[config.mk]
export PLATFORM = sky130hd
export DESIGN_NAME = floo_eoc_collector_flat
export DESIGN_NICKNAME = d
export VERILOG_FILES = /design/src/rtl/floo_eoc_collector_if.sv /design/src/rtl/floo_eoc_collector.sv /design/src/flat_wrapper.sv
export SDC_FILE = /design/constraint.sdc
export NUM_CORES = 1
export LEC_CHECK = 0
export BUFFER_PORTS_ARGS = -buffer_cell sky130_fd_sc_hd__buf_2
export CAP_MARGIN = 20
export CORE_MARGIN = 3
export CORE_UTILIZATION = 39
export DETAILED_ROUTE_END_ITERATION = 6
export SETUP_SLACK_MARGIN = 0.3
export SLEW_MARGIN = 30
export SYNTH_ARGS = -nofsm -noshare
export SYNTH_HDL_FRONTEND = slang
export SYNTH_SLANG_ARGS = --single-unit
[constraint.sdc]
create_clock -name clk_i -period 6.7 [get_ports clk_i]
set_input_delay 0.335 -clock clk_i [delete_from_list [all_inputs] [get_ports clk_i]]
set_output_delay 0.335 -clock clk_i [all_outputs]
set_load 0.005 [all_outputs]
[src/rtl/floo_eoc_collector_if.sv]
// rtl/floo_eoc_collector_if.sv - control/status bundle between a bench and the EOC collector
interface floo_eoc_collector_if #(
  parameter int NumClusters = 32,
  parameter int CntWidth    = 32
);
  localparam int PopW = $clog2(NumClusters + 1);

  logic                   start_i;
  logic                   clear_i;
  logic [NumClusters-1:0] eoc_mask_i;
  logic [NumClusters-1:0] eoc_i;
  logic                   busy_o;
  logic                   done_o;
  logic                   timeout_o;
  logic [NumClusters-1:0] eoc_seen_o;
  logic [PopW-1:0]        done_cnt_o;
  logic [CntWidth-1:0]    cycle_cnt_o;

  modport master (
    output start_i, clear_i, eoc_mask_i, eoc_i,
    input  busy_o, done_o, timeout_o, eoc_seen_o, done_cnt_o, cycle_cnt_o
  );

  modport slave (
    input  start_i, clear_i, eoc_mask_i, eoc_i,
    output busy_o, done_o, timeout_o, eoc_seen_o, done_cnt_o, cycle_cnt_o
  );
endinterface

[src/rtl/floo_eoc_collector.sv]
// rtl/floo_eoc_collector.sv - sticky, maskable end-of-computation collector with drain window and watchdog
module floo_eoc_collector #(
  parameter int NumClusters   = 32,
  parameter int DrainCycles   = 100,
  parameter int TimeoutCycles = 0,
  parameter int CntWidth      = 32
) (
  input  logic                 clk_i,
  input  logic                 rst_ni,
  floo_eoc_collector_if.slave  bus
);
  localparam int PopW   = $clog2(NumClusters + 1);
  localparam int DrainW = (DrainCycles > 1) ? $clog2(DrainCycles) : 1;
  localparam logic [DrainW-1:0]   DrainLast   = DrainW'((DrainCycles > 0) ? DrainCycles - 1 : 0);
  localparam logic [CntWidth-1:0] TimeoutLast = CntWidth'((TimeoutCycles > 0) ? TimeoutCycles - 1 : 0);

  typedef enum logic [2:0] {
    S_IDLE, S_RUN, S_DRAIN, S_DONE, S_TIMEOUT
  } state_e;

  state_e                 r_state, w_state_d;
  logic [NumClusters-1:0] r_seen, w_seen_d;
  logic [NumClusters-1:0] r_mask, w_mask_d;
  logic [CntWidth-1:0]    r_cycle_cnt, w_cycle_cnt_d;
  logic [DrainW-1:0]      r_drain_cnt, w_drain_cnt_d;
  logic                   w_complete;
  logic [CntWidth-1:0]    w_cycle_inc;
  logic [PopW-1:0]        w_popcnt;

  always_ff @(posedge clk_i or negedge rst_ni) begin
    if (!rst_ni) begin
      r_state     <= S_IDLE;
      r_seen      <= '0;
      r_mask      <= '0;
      r_cycle_cnt <= '0;
      r_drain_cnt <= '0;
    end else begin
      r_state     <= w_state_d;
      r_seen      <= w_seen_d;
      r_mask      <= w_mask_d;
      r_cycle_cnt <= w_cycle_cnt_d;
      r_drain_cnt <= w_drain_cnt_d;
    end
  end

  always_comb begin
    w_state_d     = r_state;
    w_seen_d      = r_seen;
    w_mask_d      = r_mask;
    w_cycle_cnt_d = r_cycle_cnt;
    w_drain_cnt_d = r_drain_cnt;
    // Completion looks at the registered flags, so the last EOC costs one extra edge.
    w_complete    = &(r_seen | ~r_mask);
    w_cycle_inc   = (&r_cycle_cnt) ? r_cycle_cnt : r_cycle_cnt + 1'b1;

    if (bus.clear_i) begin
      w_state_d     = S_IDLE;
      w_seen_d      = '0;
      w_mask_d      = '0;
      w_cycle_cnt_d = '0;
      w_drain_cnt_d = '0;
    end else begin
      case (r_state)
        S_IDLE: begin
          if (bus.start_i) begin
            w_state_d     = S_RUN;
            w_mask_d      = bus.eoc_mask_i;
            w_seen_d      = '0;
            w_cycle_cnt_d = '0;
            w_drain_cnt_d = '0;
          end
        end
        S_RUN: begin
          w_seen_d      = r_seen | (bus.eoc_i & r_mask);
          w_cycle_cnt_d = w_cycle_inc;
          if (w_complete) begin
            w_state_d     = (DrainCycles > 0) ? S_DRAIN : S_DONE;
            w_drain_cnt_d = '0;
          end else if ((TimeoutCycles > 0) && (r_cycle_cnt == TimeoutLast)) begin
            w_state_d = S_TIMEOUT;
          end
        end
        S_DRAIN: begin
          w_seen_d      = r_seen | (bus.eoc_i & r_mask);
          w_cycle_cnt_d = w_cycle_inc;
          if (r_drain_cnt == DrainLast) begin
            w_state_d = S_DONE;
          end else begin
            w_drain_cnt_d = r_drain_cnt + 1'b1;
          end
        end
        default: ;
      endcase
    end
  end

  always_comb begin
    w_popcnt = '0;
    for (int i = 0; i < NumClusters; i++) begin
      w_popcnt = w_popcnt + PopW'(r_seen[i]);
    end
  end

  assign bus.busy_o      = (r_state == S_RUN) || (r_state == S_DRAIN);
  assign bus.done_o      = (r_state == S_DONE);
  assign bus.timeout_o   = (r_state == S_TIMEOUT);
  assign bus.eoc_seen_o  = r_seen;
  assign bus.done_cnt_o  = w_popcnt;
  assign bus.cycle_cnt_o = r_cycle_cnt;
endmodule
[src/flat_wrapper.sv]
// flat-port wrapper written by rule: the top's interface ports become plain ports
module floo_eoc_collector_flat 
#(
  parameter int NumClusters   = 32,
  parameter int DrainCycles   = 100,
  parameter int TimeoutCycles = 0,
  parameter int CntWidth      = 32
)
  (clk_i, rst_ni, bus_start_i, bus_clear_i, bus_eoc_mask_i, bus_eoc_i, bus_busy_o, bus_done_o, bus_timeout_o, bus_eoc_seen_o, bus_done_cnt_o, bus_cycle_cnt_o);
  floo_eoc_collector_if #(.NumClusters(NumClusters), .CntWidth(CntWidth)) bus_i ();
  input  logic clk_i;
  input  logic rst_ni;
  input wire logic [$bits(bus_i.start_i)-1:0] bus_start_i;
  input wire logic [$bits(bus_i.clear_i)-1:0] bus_clear_i;
  input wire logic [$bits(bus_i.eoc_mask_i)-1:0] bus_eoc_mask_i;
  input wire logic [$bits(bus_i.eoc_i)-1:0] bus_eoc_i;
  output wire logic [$bits(bus_i.busy_o)-1:0] bus_busy_o;
  output wire logic [$bits(bus_i.done_o)-1:0] bus_done_o;
  output wire logic [$bits(bus_i.timeout_o)-1:0] bus_timeout_o;
  output wire logic [$bits(bus_i.eoc_seen_o)-1:0] bus_eoc_seen_o;
  output wire logic [$bits(bus_i.done_cnt_o)-1:0] bus_done_cnt_o;
  output wire logic [$bits(bus_i.cycle_cnt_o)-1:0] bus_cycle_cnt_o;
  assign bus_i.start_i = bus_start_i;
  assign bus_i.clear_i = bus_clear_i;
  assign bus_i.eoc_mask_i = bus_eoc_mask_i;
  assign bus_i.eoc_i = bus_eoc_i;
  assign bus_busy_o = bus_i.busy_o;
  assign bus_done_o = bus_i.done_o;
  assign bus_timeout_o = bus_i.timeout_o;
  assign bus_eoc_seen_o = bus_i.eoc_seen_o;
  assign bus_done_cnt_o = bus_i.done_cnt_o;
  assign bus_cycle_cnt_o = bus_i.cycle_cnt_o;
  floo_eoc_collector #(.NumClusters(NumClusters), .DrainCycles(DrainCycles), .TimeoutCycles(TimeoutCycles), .CntWidth(CntWidth)) u_core (.clk_i(clk_i), .rst_ni(rst_ni), .bus(bus_i));
endmodule
Word-level counts from Yosys, hierarchy flattened
Index checks and enable logic that the tools add are counted.
{ "word_totals": {"wordCells": 85, "ff_bits": 106, "out_inout_bits": 73, "rom_bits": 0, "mem_count": 0, "ramBits": 0, "inputBits": 68, "latchBits": 0} }
{ "classes": {"n_addsub": 33, "magnitude_cmp": 0, "n_bitwise": 4, "shift": 0, "div": 0, "eq_ne": 10, "n_reduce_logical": 14, "mux": 19, "mul": 0} }
{ "op_table": {"columns": ["cell", "count"], "rows": [
  ["2-to-1 mux 32 bit", 7],
  ["adder 6 x 1 -> 6 bit", 30],
  ["case mux 32 bit (2 select lines)", 2],
  ["OR 32 bit", 2],
  ["AND reduction 32 bit", 2],
  ["adder 32 x 1 -> 32 bit (second input constant)", 1],
  ["bitwise AND 32 bit", 1],
  ["inverter 32 bit", 1],
  ["2-to-1 mux 7 bit", 4],
  ["case mux 7 bit (3 select lines)", 1],
  ["2-to-1 mux 3 bit", 4],
  ["!= test 3 bit (second input constant)", 3],
  ["case mux 3 bit (3 select lines)", 1],
  ["AND reduction 4 bit", 2],
  ["adder 7 x 1 -> 7 bit (second input constant)", 1],
  ["== test 7 bit (second input constant)", 1],
  ["== test 3 x 2 -> 1 bit (second input constant)", 2],
  ["!= test 3 x 2 -> 1 bit (second input constant)", 2],
  ["AND reduction 2 bit", 2],
  ["nonzero test 2 bit", 2],
  ["nonzero test 4 bit", 1],
  ["== test 3 x 1 -> 1 bit (second input constant)", 1],
  ["== test 3 bit (second input constant)", 1],
  ["zero test 3 bit", 1],
  ["5 further kinds", 5]
]} }

Depth between registers and ports, before layout
Gate-level depths: netlist (run 1).
{ "depth": {"ltp_word": 31, "mapped_depth": 18, "mapped_depth_nobuf": 18} }

Least setup slack after synthesis (run 1)
No wires, ideal clock.
{ "synth_timing": {"path_type": "register to output", "from": "register u_core.r_seen[0] (netlist: u_core.bus.eoc_seen_o[0])", "to": "output port bus_done_cnt_o[4]", "stages_incl_launch_ff": 17, "t_required_ns": 6.365, "t_arrival_ns": 4.849, "slack_ns": 1.516, "n_path_buf": 0, "cell_sequence": "dfrtp_1 > ha_1 > inv_1 > fa_1 > inv_1 > fa_1 > fa_1 > fa_1 > fa_1 > inv_1 > fa_1 > fa_1 > fa_1 > inv_1 > a21o_1 > a21oi_1 > xnor2_1"} }
{ "synth_via": {"elab_chain_len": 31} }
{ "synth_rtl": {"columns": ["element", "line", "source"], "rows": [
  ["start, declared", "floo_eoc_collector.sv:22", "logic [NumClusters-1:0] r_seen, w_seen_d;"],
  ["start signal, assigned", "floo_eoc_collector.sv:39", "r_seen <= w_seen_d;"],
  ["adder 1 x 1 -> 2 bit", "floo_eoc_collector.sv:100", "w_popcnt = w_popcnt + PopW'(r_seen[i]);"],
  ["adder 6 x 1 -> 6 bit (30 in a row)", "floo_eoc_collector.sv:100", null],
  ["end, declared", "flat_wrapper.sv:21", "output wire logic [$bits(bus_i.done_cnt_o)-1:0] bus_done_cnt_o;"]
]} }
Every way passes these cells.

Worst setup path after layout (run 1)
Ends and elaborated chain as after synthesis.

==> results.sh, run 1 <==
export IMPL_outcome="complete, but fails checks"
export IMPL_violations="hold timing"
export IMPL_setup_tns_ns=0
export IMPL_drtAntennaViolNets=0
export IMPL_dp_hpwl_um=12750
export IMPL_synth_yosys_seq_area_share_pct=43.25
export IMPL_cts_buffers=9
export IMPL_worstSetupPathType="reg -> out"
export IMPL_maxCapViolations=0
export IMPL_max_freq_ghz=0.1723
export IMPL_die_w_um=130.8
export IMPL_grt_max_degree=67
export IMPL_endpoint_kind="output port"
export IMPL_arrival_ns=5.47
export IMPL_area_delta_synth_final_pct=20.19
export IMPL_route_met2_wl_um=8434
export IMPL_post_cts_buffers=0
export IMPL_setup_violations=0
export IMPL_min_path_type="in -> async"
export IMPL_antenna_found_initial=2
export IMPL_rows=44
export IMPL_ys_warn_count=0
export IMPL_fin_skew_ns=0.004401
export IMPL_p_switching_w=0.001121
export IMPL_leakagePower_nw=3.609
export IMPL_final_nets=892
export IMPL_worst_pin_slew_ns=0.8845
export IMPL_final_hold_viol_count=6
export IMPL_track_usage_pct=20.63
export IMPL_slew_violations=0
export IMPL_die_y_um=130.8
export IMPL_drtIter0Drc=243
export IMPL_num_antenna_cells=0
export IMPL_maxUsedRoutingLayer="met5"
export IMPL_synth_top_area_cell="dfrtp_1"
export IMPL_ir_worst_vdd_mv=0.3499
export IMPL_start_util_pct=40.87
export IMPL_fin_hold_ws_ns=-0.01767
export IMPL_grt_pass1_wl_um=27330
export IMPL_synth_enable_flop_cells=0
export IMPL_tritoncts="built"
export IMPL_synth_area_leaders="dfrtp_1 43%, fa_1 7.9%, o21ai_0 4.4%"
export IMPL_cts_sinks=105
export IMPL_wl_um=17370
export IMPL_via_per_inst=5.532
export IMPL_post_route_util_pct=49.12
export IMPL_clkSlewWorstSetupHoldPaths_ns=0.07
export IMPL_reg2reg_to="u_core.bus.cycle_cnt_o[10]$_DFFE_PN0P_"
export IMPL_clkPwrFrac_pct=21.7
export IMPL_coreArea_um2=14860
export IMPL_gr_total_overflow=0
export IMPL_avgSynthCellArea_um2=9.204
export IMPL_worstSkewPairLatency_ns=0.36
export IMPL_critPathMaxFanout=4
export IMPL_synth_ff_type="dfrtp_1"
export IMPL_drive_above_1_share_pct=22.15
export IMPL_yosysTopAreaCellShare_pct=43.25
export IMPL_cts_htree_levels=3
export IMPL_ctsRootBufferMaster="clkbuf_16"
export IMPL_dr_pass1_iters=7
export IMPL_die_area_um2=17110
export IMPL_drc=0
export IMPL_finalCritPeriodShare_pct=86.62
export IMPL_period_needed_ns=5.803
export IMPL_routed_wl_met3_um=1161
export IMPL_cts_hold_buffers=0
export IMPL_synth_area_um2=6075
export IMPL_ys_types=55
export IMPL_cellInternalPower_w=0.001636
export IMPL_swShare_pct=40.66
export IMPL_port_buffer_count=139
export IMPL_synthArstFlopShare_pct=100.0
export IMPL_num_vias=5388
export IMPL_p_total_w=0.002756
export IMPL_wl_met1_um=7387
export IMPL_synth_seq_cells=105
export IMPL_r2r_cells=10
export IMPL_synth_common_cells="105 x dfrtp_1, 60 x nand2_1, 54 x inv_1, 54 x o21ai_0, 42 x nand2b_1"
export IMPL_boundaryPins=141
export IMPL_num_fill_cells=1441
export IMPL_syn_nets=767
export IMPL_reg2reg_from="u_core.r_state[0]$_DFFE_PN0P_"
export IMPL_yosysMostFrequentCell="dfrtp_1"
export IMPL_cts_resized=0
export IMPL_slew_headroom_pct=41.03
export IMPL_reg2reg_slack_ns=3.97
export IMPL_powerDensity_nw_per_um2=377.5
export IMPL_post_drt_wl_per_cell_um=17.84
export IMPL_start_kind="flop"
export IMPL_rsz0062_at_grt="false"
export IMPL_syn_inst=660
export IMPL_grt_pass1_vias=5317
export IMPL_clock_path_buffers=2
export IMPL_combPwrFrac_pct=48.9
export IMPL_gp_congestion=0.8940
export IMPL_crit_required_ns=6.36
export IMPL_pwr_share_seq_pct=29.4
==> flip-flops by register name, summed over array words and instances, names as in the netlist <==
register / cells
u_core.r_drain_cnt: 7
u_core.r_state: 2
u_core.r_mask: 32
u_core.bus.cycle_cnt_o: 32
u_core.bus.eoc_seen_o: 32
==> cell type report <==
cell class	instances	area, µm²	area share (%)
well taps	184	230.2	3.153
inverters	56	210.2	2.879
flip-flops and latches	105	2628	35.99
clock inverters	5	86.33	1.183
repair buffers	148	765.7	10.49
multi-input cells	465	3128	42.84
clock buffers	11	252.7	3.462
==> worst max-delay path: stages (launching register included) <==
cell and delay, ns:
dfrtp_1 0.41, ha_1 0.29, inv_1 0.05, fa_1 0.47, inv_1 0.05, fa_1 0.52
fa_1 0.44, fa_1 0.49, fa_1 0.51, inv_1 0.04, fa_1 0.45, fa_1 0.43
fa_1 0.43, inv_1 0.07, a21o_1 0.11, a21oi_1 0.07, xnor2_1 0.13, buf_2 0.13
==> power groups by stage <==
stage	clock, W	combinational, W	sequential, W
finish	0.000598	0.00135	0.000811
floorplan	0	0.000907	0.000805
detailed placement	0	0.00137	0.000823
global route	0.000637	0.00157	0.000827
CTS	0.000613	0.00137	0.000811
global placement	0	0.00133	0.000818
==> cells by family (layout without fill, tap and decap cells) <==
kind of cell | Yosys count | in the layout | share of synthesized area, %
and+or+nand+nor | 246 | 246 | 20.87
AOI/OAI and AO/OA | 173 | 173 | 18.21
DFF | 105 | 105 | 43.25
buffers and inverters | 90 | 220 | 5.664
adders and majority gates | 39 | 39 | 11.00
xor gates and xnor gates | 3 | 3 | 0.4326
muxes | 3 | 3 | 0.5149
other | 1 | 1 | 0.06173
==> how the worst max path moves through the flow <==
stage	from	to	slack, ns
2_1_floorplan	u_core.bus.eoc_seen_o[0]$_DFFE_PN0P_	bus_done_cnt_o[4]	1.52
3_3_place_gp	u_core.bus.eoc_seen_o[0]$_DFFE_PN0P_	bus_done_cnt_o[4]	1.35
3_5_place_dp	u_core.bus.eoc_seen_o[0]$_DFFE_PN0P_	bus_done_cnt_o[4]	1.25
4_1_cts	u_core.bus.eoc_seen_o[0]$_DFFE_PN0P_	bus_done_cnt_o[4]	0.87
5_1_grt	u_core.bus.eoc_seen_o[0]$_DFFE_PN0P_	bus_done_cnt_o[4]	0.66
6_report	u_core.bus.eoc_seen_o[0]$_DFFE_PN0P_	bus_done_cnt_o[4]	0.90
==> metrics by stage <==
step           area [µm²]  hold slack [ns]  setup slack [ns]  cells
6_report             7301         -0.01767            0.8966    974
5_1_grt              7301          0.03608            0.6626    974
4_1_cts              7301         0.008320            0.8668    974
3_5_place_dp         6962           0.3943             1.251    958
3_3_place_gp         6962           0.3927             1.348    958
2_1_floorplan        6075          0.03941             1.516    660
==> per-layer routing <==
| layer | global-route usage [%] | vias to the layer above |
|---|---|---|
| li1 | - | 2565 |
| met1 | 26.25 | 2605 |
| met2 | 35.00 | 179 |
| met3 | 4.837 | 35 |
| met4 | 6.292 | 4 |
| met5 | 0 | - |
==> layout by cell type (no fill, tap or decap), types with 3 or more instances in the layout <==
| cell | netlist | routed |
|---|---|---|
| o41ai_1 | 3 | 3 |
| dfrtp_1 | 105 | 105 |
| inv_1 | 54 | 54 |
| and4_1 | 4 | 4 |
| nor2_1 | 39 | 38 |
| and3_1 | 8 | 8 |
| o22ai_1 | 4 | 4 |
| o41ai_2 | 4 | 4 |
| nor2b_1 | 16 | 16 |
| nand2b_1 | 42 | 42 |
| a22o_1 | 3 | 3 |
| buf_2 | 2 | 138 |
| o21ai_1 | 15 | 14 |
| nand2_1 | 60 | 60 |
| ha_1 | 15 | 15 |
| nand3_1 | 39 | 39 |
| fa_1 | 24 | 24 |
| a31oi_1 | 32 | 32 |
| nand4_1 | 19 | 19 |
| clkbuf_16 | 0 | 9 |
| and2_1 | 3 | 3 |
| a21oi_1 | 27 | 26 |
| nor4_1 | 4 | 4 |
| a2111o_1 | 4 | 4 |
| o31ai_1 | 9 | 9 |
| buf_4 | 1 | 10 |
| nor3_1 | 4 | 4 |
| o21ai_0 | 54 | 54 |
Note: power is estimated with default switching activity, not from simulation.
==> inputs of run 2 (changes only) <==
--- a/config.mk
+++ b/config.mk
@@ -9,6 +9,7 @@
 export CAP_MARGIN = 20
 export CORE_MARGIN = 3
 export CORE_UTILIZATION = 39
+export CTS_BUF_LIST = sky130_fd_sc_hd__clkbuf_2
 export DETAILED_ROUTE_END_ITERATION = 6
 export SETUP_SLACK_MARGIN = 0.3
 export SLEW_MARGIN = 30
==> constraint.sdc (replaced) <==
create_clock -name clk_i -period 6.03 [get_ports clk_i]
set_input_delay 0.3015 -clock clk_i [delete_from_list [all_inputs] [get_ports clk_i]]
set_output_delay 0.3015 -clock clk_i [all_outputs]
set_load 0.005 [all_outputs]
==> run 2 against run 1 <==
The flow now finishes without violations. Sequential power increased by 11%. Largest power group unchanged. First-iteration DRC count grew 1.2%. Die area stayed put. Largest cell class unchanged.
==> results.sh, run 2 (synthesis results as in run 1) <==
export IMPL_outcome="finished clean"
export IMPL_die_area_um2=17110
export IMPL_critPathMaxFanout=2
export IMPL_start_util_pct=40.87
export IMPL_coreArea_um2=14860
export IMPL_grt_pass1_wl_um=28710
export IMPL_crit_required_ns=5.73
export IMPL_p_total_w=0.002863
export IMPL_slew_violations=0
export IMPL_antenna_found_initial=1
export IMPL_setup_tns_ns=0
export IMPL_worstSkewPairLatency_ns=0.63
export IMPL_cts_htree_levels=3
export IMPL_cts_sinks=105
export IMPL_p_switching_w=0.001254
export IMPL_gr_total_overflow=0
export IMPL_start_kind="flop"
export IMPL_boundaryPins=141
export IMPL_ctsRootBufferMaster="clkbuf_2"
export IMPL_tritoncts="built"
export IMPL_worst_pin_slew_ns=0.8979
export IMPL_final_common_cell="buf_2"
export IMPL_final_cell_mix="137 x buf_2, 105 x dfrtp_1, 65 x dlygate4sd3_1"
export IMPL_grt_max_degree=67
export IMPL_port_buffer_count=139
export IMPL_swShare_pct=43.81
export IMPL_clock_path_buffers=2
export IMPL_cts_buffers=9
export IMPL_powerDensity_nw_per_um2=369.5
export IMPL_leakagePower_nw=3.783
export IMPL_worstSetupPathType="reg -> out"
export IMPL_pwr_share_seq_pct=31.5
export IMPL_drtIter0Drc=246
export IMPL_finalCritPeriodShare_pct=97.22
export IMPL_arrival_ns=5.56
export IMPL_setup_violations=0
export IMPL_endpoint_kind="output port"
export IMPL_final_nets=961
export IMPL_fin_skew_ns=0.03309
export IMPL_post_drt_wl_per_cell_um=17.27
export IMPL_max_freq_ghz=0.1706
export IMPL_drive_above_1_share_pct=21.30
export IMPL_period_needed_ns=5.863
export IMPL_cellInternalPower_w=0.001609
export IMPL_place_ws_ns=0.6139
export IMPL_maxCapViolations=0
export IMPL_fin_hold_ws_ns=0.1688
export IMPL_clkPwrFrac_pct=10.5
export IMPL_die_w_um=130.8
export IMPL_dpl_cell_area_um2=6962
export IMPL_clkSlewWorstSetupHoldPaths_ns=0.29
export IMPL_wl_um=18030
export IMPL_slew_headroom_pct=40.14
export IMPL_drtAntennaViolNets=0
export IMPL_min_path_type="in -> async"
export IMPL_final_hold_viol_count=0
export IMPL_die_y_um=130.8
export IMPL_dp_hpwl_um=12730
export IMPL_track_usage_pct=21.43
export IMPL_setup_slack_ns=0.1674
export IMPL_dr_pass1_iters=5
export IMPL_gp_congestion=0.8938
export IMPL_rows=44
export IMPL_via_per_inst=5.413
export IMPL_rsz0062_at_grt="true"
export IMPL_area_delta_synth_final_pct=27.56
export IMPL_final_area_um2=7749
export IMPL_grt_pass1_vias=5675
export IMPL_drc=0
export IMPL_combPwrFrac_pct=58.0
export IMPL_num_vias=5651
export IMPL_ir_worst_vdd_mv=0.6177
-- run 2: cell count changes in the layout (fill, tap and decap cells not counted), moves of 3 or more --
cell	before	now
dlygate4sd3_1	0	65
clkinvlp_4	0	4
clkbuf_16	9	0
buf_4	10	14
inv_2	1	4
inv_1	54	51
clkbuf_2	0	10
-- run 2: critical path: stages (launching register included) --
cell	delay [ns]
dfrtp_1	0.46
ha_1	0.30
inv_2	0.04
fa_1	0.47
inv_1	0.05
fa_1	0.44
fa_1	0.51
fa_1	0.43
fa_1	0.51
inv_1	0.04
fa_1	0.45
fa_2	0.37
fa_2	0.35
inv_1	0.07
a21o_1	0.11
a21oi_1	0.07
xnor2_1	0.13
buf_2	0.13
-- run 2: through the flow --
stage | utilization [%] | cells
final | 52.13 | 1044
after global routing | 52.13 | 1044
after CTS | 52.07 | 1043
after detailed placement | 46.84 | 958
after global placement | 46.84 | 958
after floorplan | - | 660
-- run 2: routing by layer --
layer	track usage, %	vias to the layer above	routed length (µm)
met2	37.29	203	8866
met3	4.959	25	1049
met4	5.203	0	276
li1	-	2704	-
met1	27.09	2719	7840
met5	0	-	0
-- run 2: area by class of cell --
class	instances	area, µm²
timing repair buffer	217	1453
sequential	105	2628
clock buffer	10	50.05
multi-input combinational	465	3133
antenna	1	2.502
inverter	56	210.2
tap	184	230.2
fill	1382	7116
clock inverter	6	42.54
-- run 2: path summary, 6_finish.rpt --
kind / startpoint / end / slack [ns] / cells after the start
max in group asynchronous: rst_ni / u_core.bus.cycle_cnt_o[18]$_DFFE_PN0P_ / 4.61 / 3
min: rst_ni / u_core.r_mask[3]$_DFFE_PN0P_ / 0.17 / 2
min in group clk_i: bus_clear_i / u_core.r_state[0]$_DFFE_PN0P_ / 0.29 / 3
min reg2reg: u_core.r_drain_cnt[6]$_DFFE_PN0P_ / u_core.r_drain_cnt[6]$_DFFE_PN0P_ / 0.54 / 1
max: u_core.bus.eoc_seen_o[0]$_DFFE_PN0P_ / bus_done_cnt_o[4] / 0.17 / 17
max reg2reg: u_core.bus.cycle_cnt_o[0]$_DFFE_PN0P_ / u_core.bus.cycle_cnt_o[7]$_DFFE_PN0P_ / 3.24 / 7
-- run 2: power by group through the flow --
stage / combinational [W] / clock, W / sequential [W]
final: 0.00166 / 0.000300 / 0.000902
after detailed placement: 0.00152 / 0 / 0.000916
after global placement: 0.00148 / 0 / 0.000909
after CTS: 0.00158 / 0.000319 / 0.000901
after floorplan: 0.00101 / 0 / 0.000894
after global routing: 0.00193 / 0.000342 / 0.000919
-- run 2: what timing repair did --
action	in CTS	in global routing
setup buffers	4	0
resized for setup	3	4
hold buffers	65	0
endpoints found under the hold margin	110	0
pin swaps	3	5
setup endpoints to repair	5	5
